### src/rtl/music_sequencer.sv
// Score-ROM note sequencer: steps through a two-song score at a beat tempo and
// drives the left/right note dividers. Build option: MUSIC_SEQ_ARTIC_EN (articulation gap).
module music_sequencer #(
  parameter int unsigned BEAT_DIV = 25000000,
  parameter int unsigned ADDR_W   = 7,
  parameter int unsigned DIV_W    = 22,
  parameter int unsigned GAP_CYC  = 2500000
) (
  input  logic                 clk,
  input  logic                 rst,
  input  logic                 play,
  input  logic                 pause,
  input  logic                 stop,
  input  logic                 song_sel,
  input  logic                 loop_en,
  output logic [ADDR_W-1:0]    rom_addr,
  input  logic [2*DIV_W+3:0]   rom_data,
  output logic [DIV_W-1:0]     tune_left,
  output logic [DIV_W-1:0]     tune_right,
  output logic                 playing,
  output logic                 paused,
  output logic                 song_done,
  output logic [ADDR_W-2:0]    note_idx
);

  localparam int unsigned IDX_W  = ADDR_W - 1;
  localparam int unsigned BEAT_W = (BEAT_DIV > 1) ? $clog2(BEAT_DIV) : 1;
  localparam logic [BEAT_W-1:0] BEAT_LAST = BEAT_W'(BEAT_DIV - 1);
  localparam logic [BEAT_W-1:0] GAP_START =
    BEAT_W'((GAP_CYC < BEAT_DIV) ? (BEAT_DIV - GAP_CYC) : 0);

`ifdef MUSIC_SEQ_ARTIC_EN
  localparam bit ARTIC_EN = 1'b1;
`else
  localparam bit ARTIC_EN = 1'b0;
`endif

  typedef enum logic [2:0] {IDLE, FETCH, WAIT, NOTE, PAUSE, DONE} state_t;

  state_t            state, state_nxt, run_nxt, resume_state;
  logic              song;
  logic [IDX_W-1:0]  idx;
  logic [BEAT_W-1:0] beat_cnt;
  logic [3:0]        dur_cnt;
  logic [DIV_W-1:0]  div_l, div_r;
  logic [DIV_W-1:0]  ent_l, ent_r;
  logic [3:0]        ent_dur;
  logic              beat_wrap;
  logic              in_gap;

  assign ent_l     = rom_data[2*DIV_W+3 -: DIV_W];
  assign ent_r     = rom_data[DIV_W+3 -: DIV_W];
  assign ent_dur   = rom_data[3:0];
  assign beat_wrap = (beat_cnt == BEAT_LAST);

  // State register.
  always_ff @(posedge clk or posedge rst) begin
    if (rst) begin
      state <= IDLE;
    end else begin
      // NOTE: sequential state always uses <=, so every register samples pre-edge values.
      state <= state_nxt;
    end
  end

  // run_nxt is where the song would go with no user intervention; a pause only
  // parks the machine in PAUSE and remembers run_nxt, so the pausing cycle
  // still counts as normal playback time.
  always_comb begin
    // NOTE: defaults first in every always_comb so no path can infer a latch.
    run_nxt = state;
    case (state)
      IDLE, DONE: if (play) run_nxt = FETCH;
      FETCH:      run_nxt = WAIT;
      WAIT: begin
        if (ent_dur == 4'd0) run_nxt = loop_en ? FETCH : DONE;
        else                 run_nxt = NOTE;
      end
      NOTE:  if (beat_wrap && dur_cnt == 4'd1) run_nxt = FETCH;
      PAUSE: if (play) run_nxt = resume_state;
      default: run_nxt = IDLE;
    endcase

    state_nxt = run_nxt;
    if (stop) begin
      state_nxt = IDLE;
    end else if (playing && pause && !play &&
                 (run_nxt == FETCH || run_nxt == WAIT || run_nxt == NOTE)) begin
      state_nxt = PAUSE;
    end
  end

  // Datapath: index, counters and held note registers.
  always_ff @(posedge clk or posedge rst) begin
    if (rst) begin
      resume_state <= IDLE;
      song         <= 1'b0;
      idx          <= '0;
      beat_cnt     <= '0;
      dur_cnt      <= '0;
      div_l        <= '0;
      div_r        <= '0;
      song_done    <= 1'b0;
    end else begin
      song_done <= 1'b0;
      if (stop) begin
        idx      <= '0;
        beat_cnt <= '0;
        dur_cnt  <= '0;
        div_l    <= '0;
        div_r    <= '0;
      end else begin
        if (state_nxt == PAUSE && state != PAUSE) resume_state <= run_nxt;
        case (state)
          IDLE, DONE: begin
            if (play) begin
              song  <= song_sel;
              idx   <= '0;
              div_l <= '0;
              div_r <= '0;
            end
          end
          WAIT: begin
            if (ent_dur == 4'd0) begin
              if (loop_en) idx <= '0;
              else         song_done <= 1'b1;
            end else begin
              div_l    <= ent_l;
              div_r    <= ent_r;
              dur_cnt  <= ent_dur;
              beat_cnt <= '0;
            end
          end
          NOTE: begin
            if (beat_wrap) begin
              beat_cnt <= '0;
              dur_cnt  <= dur_cnt - 4'd1;
              if (dur_cnt == 4'd1) idx <= idx + IDX_W'(1);
            end else begin
              beat_cnt <= beat_cnt + BEAT_W'(1);
            end
          end
          default: ;
        endcase
      end
    end
  end

  // Outputs: tunes are gated by state so a reset or pause silences them at once.
  always_comb begin
    playing    = (state == FETCH) || (state == WAIT) || (state == NOTE);
    paused     = (state == PAUSE);
    in_gap     = ARTIC_EN && (state == NOTE) && (dur_cnt == 4'd1) && (beat_cnt >= GAP_START);
    tune_left  = (playing && !in_gap) ? div_l : '0;
    tune_right = (playing && !in_gap) ? div_r : '0;
    rom_addr   = {song, idx};
    note_idx   = idx;
  end

endmodule

### config.mk
export PLATFORM = sky130hd
export DESIGN_NAME = music_sequencer
export DESIGN_NICKNAME = d
export VERILOG_FILES = /design/src/rtl/music_sequencer.sv
export SDC_FILE = /design/constraint.sdc
export NUM_CORES = 1
export LEC_CHECK = 0
export BUFFER_PORTS_ARGS = -buffer_cell sky130_fd_sc_hd__buf_2
export CORE_ASPECT_RATIO = 0.6
export CORE_UTILIZATION = 50
export CTS_BUF_LIST = sky130_fd_sc_hd__clkbuf_8
export DETAILED_ROUTE_END_ITERATION = 8
export HOLD_SLACK_MARGIN = 0.06
export PLACE_DENSITY = 0.82
export SYNTH_ARGS = -nofsm -noshare
export SYNTH_HDL_FRONTEND = slang
export SYNTH_SLANG_ARGS = --single-unit
### constraint.sdc
create_clock -name clk -period 2.5 [get_ports clk]
set_clock_uncertainty 0.05 [all_clocks]
set_input_delay 0.125 -clock clk [delete_from_list [all_inputs] [get_ports clk]]
set_output_delay 0.125 -clock clk [all_outputs]
set_load 0.05 [all_outputs]
==> metrics.cfg, run 1 <==
[cells_and_area]
final_util_pct = 66.9
nNetsFinal = 743
area_growth_syn_to_layout_pct = 29.4
drive_gt1_share_pct = 24.4
diodes = 0

[power]
cellPowerDensity_mw_per_mm2 = 551
switchingPower_mw = 1.04
p_int_mw = 2.36
combPwrFrac_pct = 21.5
swShare_pct = 30.5
p_seq_share_pct = 45.0
p_clk_share_pct = 33.5
ir_drop_v = 0.000316
cellLeakagePower_nw = 2.83
p_total_mw = 3.40

[routing]
viasPerCell = 5.64
via_count = 4618
totalWireLength_mm = 13.1
ant_nets = 0
wl_per_cell_um = 16.0
drtPass1Iterations = 5
drt_iter0_drc = 440
drc = 0

[floorplan]
die_x_um = 128
io_pins = 115
die_h_um = 77.6
core_mm2 = 0.00922
die_area_mm2 = 0.00994
start_util_pct = 51.7
rows = 27

[placement]
dp_slack_ns = 0.177
gp_congestion = 0.852
port_buffers = 114
dp_hpwl_mm = 8.16

[grt]
grt_max_degree = 89
grtUsageTotal_pct = 27.4
antenna_found_initial = 0
grt_pass1_vias = 4435
grt_pass1_wl_mm = 21.3
gr-total-overflow = 0

[min_path]
min_from = pause
hold_class = in2reg

[setup_path]
critPathKind = in2reg
crit_fanout = 88
critPathArrivalTime_ns = 2.49
crit_path_top_delay_cell = or4_4
critical_path.max_stage_delay_ns = 0.61
critPathCaptureType = flip-flop
path_buf_inv = 3
critPathTopFamily = buffers and inverters
crit_required_ns = 2.65
crit_chain = dlygate4sd3_1, buf_2, or4_4, a21oi_1, o21ai_4, buf_4, nand3_1, o21ai_0
crit_start = rom_data[2]
start_kind = input pin
r2r-start = beat_cnt[1]

[clocking]
cts_buffer_depth = 2
htree_levels = 3
cts_tree = built
clock_latency_ns = 0.36
post_cts_buffers = 0
cts.clk_slew.worst_paths_ns = 0.08
clock-root-buffer = clkbuf_8
cts_buffers = 9
cts_sinks = 87

[job]
drv_cap = 0

[yosys]
synth_area_mm2 = 0.00476
async_reset_ff_share_pct = 100
syn-num-nets = 596
synth_edf_count = 0
synth.top_cells.by_area = dfrtp_1 46%, and2_1 6.8%, nand3_1 6.0%
synthCells = 537
ys_seq_area_share_pct = 45.7
avgSynthCellArea_um2 = 8.87
synth_area_leader_cell = dfrtp_1
synth-seq-cells = 87
synth_top_area_share_pct = 45.7
ys.flop_type = dfrtp_1
synth_cell_types = 56
yosys_warnings = 0

[timing]
report.final.slew_viol_count = 0
clock.fmax_mhz = 428
tightest_slew_ns = 0.764
finalSetupViolations = 0
hold_violations = 0
fin_crit_sh_pct = 93.4
period_needed_ns = 2.33
final.setup.worst_slack_ns = 0.165
setup_tns_ns = 0
relSlewSlack_pct = 49.0
hold_slack_ns = 0.176

[outcome]
status = completed

-- per-stage QoR --
stage	instance area [µm²]	cells
2_1_floorplan	4770	537
3_3_place_gp	5440	754
3_5_place_dp	5440	754
4_1_cts	6160	819
5_1_grt	6170	819
6_report	6170	819
-- per-layer routing --
metal / GRT usage, % / part of all wire (%) / up-vias
met4: 12.7 / 3.5 / 0
met2: 42.8 / 47 / 229
met5: 0 / 0 / -
li1: - / - / 2131
met3: 5.31 / 6.4 / 47
met1: 37.0 / 43 / 2211
-- synth_stat cells, types with 2 or more instances --
| cell | n |
|---|---|
| inv_1 | 57 |
| buf_2 | 10 |
| o21ai_0 | 52 |
| xnor2_1 | 15 |
| and4b_1 | 2 |
| nand3b_1 | 2 |
| a22oi_1 | 2 |
| nand2_1 | 11 |
| a22o_1 | 2 |
| and4_1 | 5 |
| nor2b_1 | 4 |
| a211oi_1 | 3 |
| nor4_1 | 11 |
| and2_1 | 52 |
| or3_1 | 7 |
| buf_4 | 7 |
| a31oi_1 | 7 |
| nand3_1 | 57 |
| o32ai_1 | 3 |
| and3b_1 | 2 |
| dfrtp_1 | 87 |
| o31ai_1 | 2 |
| nor2_1 | 28 |
| o21ai_1 | 3 |
| or2_2 | 3 |
| nor3_1 | 8 |
| or4_4 | 2 |
| ha_1 | 4 |
| or4_1 | 2 |
| nand2b_1 | 7 |
| mux2_2 | 5 |
| clkbuf_1 | 23 |
| and3_1 | 7 |
| nand4_1 | 9 |
| a21oi_1 | 15 |
-- power by group through the flow --
stage | registers (mW) | logic (mW) | clock network [mW]
2_1_floorplan | 1.54 | 0.473 | 0
3_3_place_gp | 1.55 | 0.635 | 0
3_5_place_dp | 1.55 | 0.649 | 0
4_1_cts | 1.53 | 0.712 | 1.15
5_1_grt | 1.54 | 0.795 | 1.21
6_report | 1.53 | 0.731 | 1.14
-- cells in the final DEF, fill, tap and decap left out, types with 3 or more instances in the layout --
cell	synthesis	routed
a21oi_1	15	14
o32ai_1	3	3
nor2b_1	4	4
nand3_1	57	57
inv_1	57	57
nand4_1	9	9
or2_2	3	3
ha_1	4	4
nand2_1	11	11
nor4_1	11	11
dfrtp_1	87	87
and3_1	7	7
o21ai_0	52	52
clkbuf_8	0	11
nand2b_1	7	7
or3_1	7	7
dlygate4sd3_1	0	49
xnor2_1	15	15
a211oi_1	3	3
buf_2	10	114
a31oi_1	7	7
and2_1	52	52
nor2_1	28	28
nor3_1	8	7
mux2_2	5	5
and4_1	5	4
buf_4	7	14
-- cells by family after synthesis --
| logic type | Yosys count | synth area share, % |
|---|---|---|
| muxes | 7 | 1.71 |
| xor gates and xnor gates | 16 | 2.94 |
| adders and majority gates | 4 | 1.05 |
| AOI/OAI and AO/OA | 101 | 12.7 |
| and+or+nand+nor | 223 | 27.2 |
| DFF | 87 | 45.7 |
| buffers and inverters | 99 | 8.80 |
-- flip-flops by register name, summed over array words and instances (netlist names) --
name          cells
song              1
song_done         1
beat_cnt         25
div_r            22
resume_state      3
div_l            22
dur_cnt           4
note_idx          6
state             3
-- cell type report --
class | instances | area [µm²]
clock inverter | 5 | 80.1
inverter | 57 | 215
clock buffer | 11 | 151
fill | 701 | 3060
sequential | 87 | 2180
multi-input combinational | 351 | 2190
tap | 130 | 163
timing repair buffer | 178 | 1190
-- tightest hold or removal path: cells and delay by family --
kind	cells	cell delay [ns]
compound gates	1	0.11
buf+inv	1	0.09
simple gates	2	0.23
-- repair_timing --
item / 4_1_cts / 5_1_grt
hold buffers: 49 / 0
setup endpoints to repair: 0 / 20
endpoints found under the hold margin: 89 / 0
gates resized for setup: 0 / 2
-- path summary, 6_finish.rpt --
kind | end | slack (ns) | cells after the start
setup / recovery | div_l[2] | 0.17 | 8
hold / removal | state[2] | 0.18 | 4
setup reg to reg | dur_cnt[3] | 0.22 | 6
hold reg to reg | resume_state[2] | 0.45 | 1
max in group asynchronous | div_r[19] | 1.34 | 4
min in group asynchronous | beat_cnt[6] | 0.37 | 3
No activity file was read; power rests on OpenSTA's default activity.
==> run 2: changes to the inputs <==
PLACE_DENSITY = 0.78   (was 0.82)
==> metrics.cfg, run 2 (same netlist as run 1, synthesis figures left out) <==
[timing]
period_needed_ns = 2.32
hold_violations = 0
setup_tns_ns = 0
report.final.slew_viol_count = 0
rsz0062_at_grt = no
relSlewSlack_pct = 48.3
clock.fmax_mhz = 430
final.setup.worst_slack_ns = 0.176
fin_crit_sh_pct = 93.0
hold_slack_ns = 0.0913
tightest_slew_ns = 0.773
finalSetupViolations = 0

[routing]
wl_per_cell_um = 14.7
via_count = 4459
totalWireLength_mm = 12.0
viasPerCell = 5.46
drc = 2
drt_iter0_drc = 236
ant_nets = 0
drtPass1Iterations = 7

[placement]
dp.cells = 754
gp_congestion = 0.913
port_buffers = 114
dp_hpwl_mm = 8.01
dp_slack_ns = 0.199

[floorplan]
start_util_pct = 51.7
core_mm2 = 0.00922
die_x_um = 128
die_h_um = 77.6
die_area_mm2 = 0.00994
rows = 27
io_pins = 115

[cells_and_area]
nNetsFinal = 741
diodes = 0
area_growth_syn_to_layout_pct = 28.4
mostFrequentLayoutCells = 114 x buf_2, 87 x dfrtp_1, 57 x nand3_1
final_cells = 817
mostFrequentLayoutCell = buf_2
reg.largest.list = beat_cnt x25, div_l x22, div_r x22
largest_reg_flops = 25
drive_gt1_share_pct = 24.5
regMostFlops = beat_cnt
final_util_pct = 66.3

[clocking]
clock_latency_ns = 0.36
cts.clk_slew.worst_paths_ns = 0.10
htree_levels = 3
cts_tree = built
cts_buffer_depth = 2
cts_buffers = 9
cts_sinks = 87
clock-root-buffer = clkbuf_8

[grt]
antenna_found_initial = 0
gr-total-overflow = 0
grtUsageTotal_pct = 25.1
grt_pass1_wl_mm = 19.7
grt_max_degree = 56
grt_pass1_vias = 4070

[power]
swShare_pct = 32.3
p_seq_share_pct = 47.0
switchingPower_mw = 1.06
p_clk_share_pct = 31.3
cellLeakagePower_nw = 2.81
combPwrFrac_pct = 21.7
p_int_mw = 2.22
cellPowerDensity_mw_per_mm2 = 535
ir_drop_v = 0.000340

[outcome]
status = finished, violations left
violations = DRC

[setup_path]
critPathCaptureType = flip-flop
critical_path.max_stage_delay_ns = 0.66
crit_path_top_delay_cell = o21ai_4
crit_fanout = 55
critPathKind = reg2reg
critPathArrivalTime_ns = 2.55
start_kind = flip-flop
crit_required_ns = 2.73
crit_chain = or2_2, o21ai_4, buf_12, nand3_1, o21ai_0

[job]
drv_cap = 0

[min_path]
hold_class = in2reg

==> run 2: changes by cell type in the layout (fill, tap and decap cells not counted), sizes merged <==
| cell | before | now |
|---|---|---|
| bufinv | 2 | 1 |
| inv | 58 | 59 |
| clkbuf | 11 | 9 |
| clkinv | 1 | 3 |
| dlygate4sd3 | 49 | 47 |
==> run 2: final cells by class <==
class / count / area [µm²]
Timing Repair Buffer: 176 / 1170
Fill cell: 735 / 3100
Multi-Input combinational cell: 351 / 2190
Inverter: 57 / 215
Clock inverter: 7 / 80.1
Sequential cell: 87 / 2180
Clock buffer: 9 / 124
Tap cell: 130 / 163
==> run 2: power groups by stage <==
stage          clock (mW)  sequential [mW]  combinational (mW)
6_report             1.03             1.54               0.709
5_1_grt              1.10             1.55               0.775
4_1_cts              1.05             1.54               0.702
3_5_place_dp            0             1.56               0.646
3_3_place_gp            0             1.56               0.626
2_1_floorplan           0             1.54               0.473
==> run 2: what timing repair did <==
item                                    CTS  global route
buffers inserted                          0             0
endpoints found under the setup margin    0             4
gates resized for setup                   0             1
endpoints found under the hold margin    84             0
hold buffers                             47             0
==> run 2: metrics by stage <==
stage                     instance area [µm²]  power, mW
after global routing                     6120       3.43
after detailed placement                 5440       2.21
final                                    6120       3.27
after floorplan                          4770       2.02
after global placement                   5440       2.18
after CTS                                6110       3.29
==> run 2: per-layer routing <==
| metal | global-route usage (%) | vias to the layer above | routed length, µm |
|---|---|---|---|
| met5 | 0 | - | 0 |
| met4 | 7.41 | 0 | 193 |
| met3 | 4.90 | 28 | 680 |
| met2 | 38.2 | 166 | 5430 |
| met1 | 36.4 | 2137 | 5690 |
| li1 | - | 2128 | - |
==> run 2: worst max-delay path: cells and delay by family, from the launching register on <==
kind	cells	cell delay (ns)
AND/OR/NAND/NOR	2	0.57
buffers and inverters	1	0.30
AO/OA/AOI/OAI	2	0.78
flip-flops	1	0.53
==> run 2: final timing paths <==
kind	from	endpoint	slack (ns)	depth (start not counted)
max	state[2]	div_r[18]	0.18	5
max reg2reg	state[2]	div_r[18]	0.18	5
min reg2reg	resume_state[2]	resume_state[2]	0.46	1
min	loop_en	song_done	0.09	3
max in group asynchronous	rst	div_l[12]	1.30	4
min in group asynchronous	rst	beat_cnt[8]	0.32	3
==> run 3: changes to the inputs <==
CELL_PAD_IN_SITES_DETAIL_PLACEMENT = 1   (was unset)
CELL_PAD_IN_SITES_GLOBAL_PLACEMENT = 2   (was unset)
CORE_UTILIZATION = 30   (was 50)
CTS_CLUSTER_SIZE = 24   (was unset)
PLACE_DENSITY = unset   (was 0.78)
PLACE_DENSITY_LB_ADDON = 0.1   (was unset)
==> metrics.cfg, run 3 (same netlist as run 1, synthesis figures left out) <==
[floorplan]
io_pins = 115
die_x_um = 165
start_util_pct = 30.9
die_area_mm2 = 0.0164
die_h_um = 99.6
core_mm2 = 0.0154
rows = 35

[cells_and_area]
diodes = 0
regMostFlops = beat_cnt
seq_area_mm2 = 0.00218
final_cells = 895
area_growth_syn_to_layout_pct = 30.8
reg.largest.list = beat_cnt x25, div_l x22, div_r x22
mostFrequentLayoutCells = 114 x buf_2, 87 x dfrtp_1, 57 x nand3_1
fin_area_mm2 = 0.00623
drive_gt1_share_pct = 24.7
largest_reg_flops = 25
final_util_pct = 40.4
nNetsFinal = 746
multi_input_area_mm2 = 0.00219
fillers = 1852
mostFrequentLayoutCell = buf_2

[setup_path]
crit_fanout = 45
critPathCaptureType = primary output
crit_required_ns = 2.33
critPathKind = reg2out
critPathArrivalTime_ns = 2.13
start_kind = flip-flop

[timing]
finalSetupViolations = 0
final.setup.worst_slack_ns = 0.199
report.final.slew_viol_count = 0
clock.fmax_mhz = 435
hold_violations = 0
rsz0062_at_grt = no
relSlewSlack_pct = 60.5
tightest_slew_ns = 0.578
fin_crit_sh_pct = 92.0
setup_tns_ns = 0
hold_slack_ns = 0.185
period_needed_ns = 2.30

[routing]
drt-met1-wl_mm = 7.38
drtPass1Iterations = 4
wl_met3_um = 631
wl_per_cell_um = 16.1
viasPerCell = 4.89
via_count = 4379
wl_met2_mm = 6.26
drc = 0
totalWireLength_mm = 14.4
highest_layer = met4
drt_iter0_drc = 181
ant_nets = 0

[grt]
grtUsageTotal_pct = 18.4
grt_pass1_vias = 4566
grt_pass1_wl_mm = 23.8
grt_max_degree = 89
antenna_found_initial = 0
gr-total-overflow = 0

[placement]
dp_slack_ns = 0.262
place_area_mm2 = 0.00557
port_buffers = 114
dp.cells = 830
gp_congestion = 0.796
dp_hpwl_mm = 9.59

[clocking]
cts_buffer_depth = 2
cts_buffers = 9
cts.clk_slew.worst_paths_ns = 0.10
cts_sinks = 87
clock_latency_ns = 0.37
htree_levels = 3
clock-root-buffer = clkbuf_8
cts_tree = built

[job]
drv_cap = 0

[power]
cellPowerDensity_mw_per_mm2 = 513
p_total_mw = 3.20
cellLeakagePower_nw = 2.82
ir_drop_v = 0.000271

[outcome]
status = completed

[min_path]
hold_class = in2reg

run 3: layer usage:
metal,vias to the layer above,track usage [%]
li1,2130,-
met1,2157,26.9
met2,82,27.5
met3,10,4.38
met4,0,3.88
met5,-,0
run 3: timing repair:
action                     in CTS  in global routing
hold buffers                   49                  0
buffers inserted                0                  0
hold endpoints to repair      135                  0
resized for setup               0                  1
setup endpoints to repair       0                 19
run 3: power by group:
part / internal, mW / switching [mW]
Clock: 0.362 / 0.569
Sequential: 1.48 / 0.0463
Combinational: 0.264 / 0.475
run 3: worst max-delay path: stages, from the launching register on:
cell	delay, ns
dfrtp_1	0.51
buf_4	0.23
o21ba_2	0.17
buf_4	0.36
and2_1	0.20
buf_2	0.26
run 3: worst paths after layout:
check,from,cells after the start,to,slack [ns]
max,state[0],5,tune_left[12],0.20
min,stop,2,song_done,0.18
max reg2reg,beat_cnt[1],7,note_idx[0],0.24
min reg2reg,resume_state[2],1,resume_state[2],0.45
max in group asynchronous,rst,4,state[1],1.69
min in group asynchronous,rst,4,div_l[6],0.35
run 3: layout make-up:
cell class	instances	share of cell area, %
clock buffer	9	1.99
clock inverter	7	0.763
inverter	57	3.45
multi-input combinational	351	35.2
sequential	87	34.9
tap	203	4.08
timing repair buffer	181	19.6
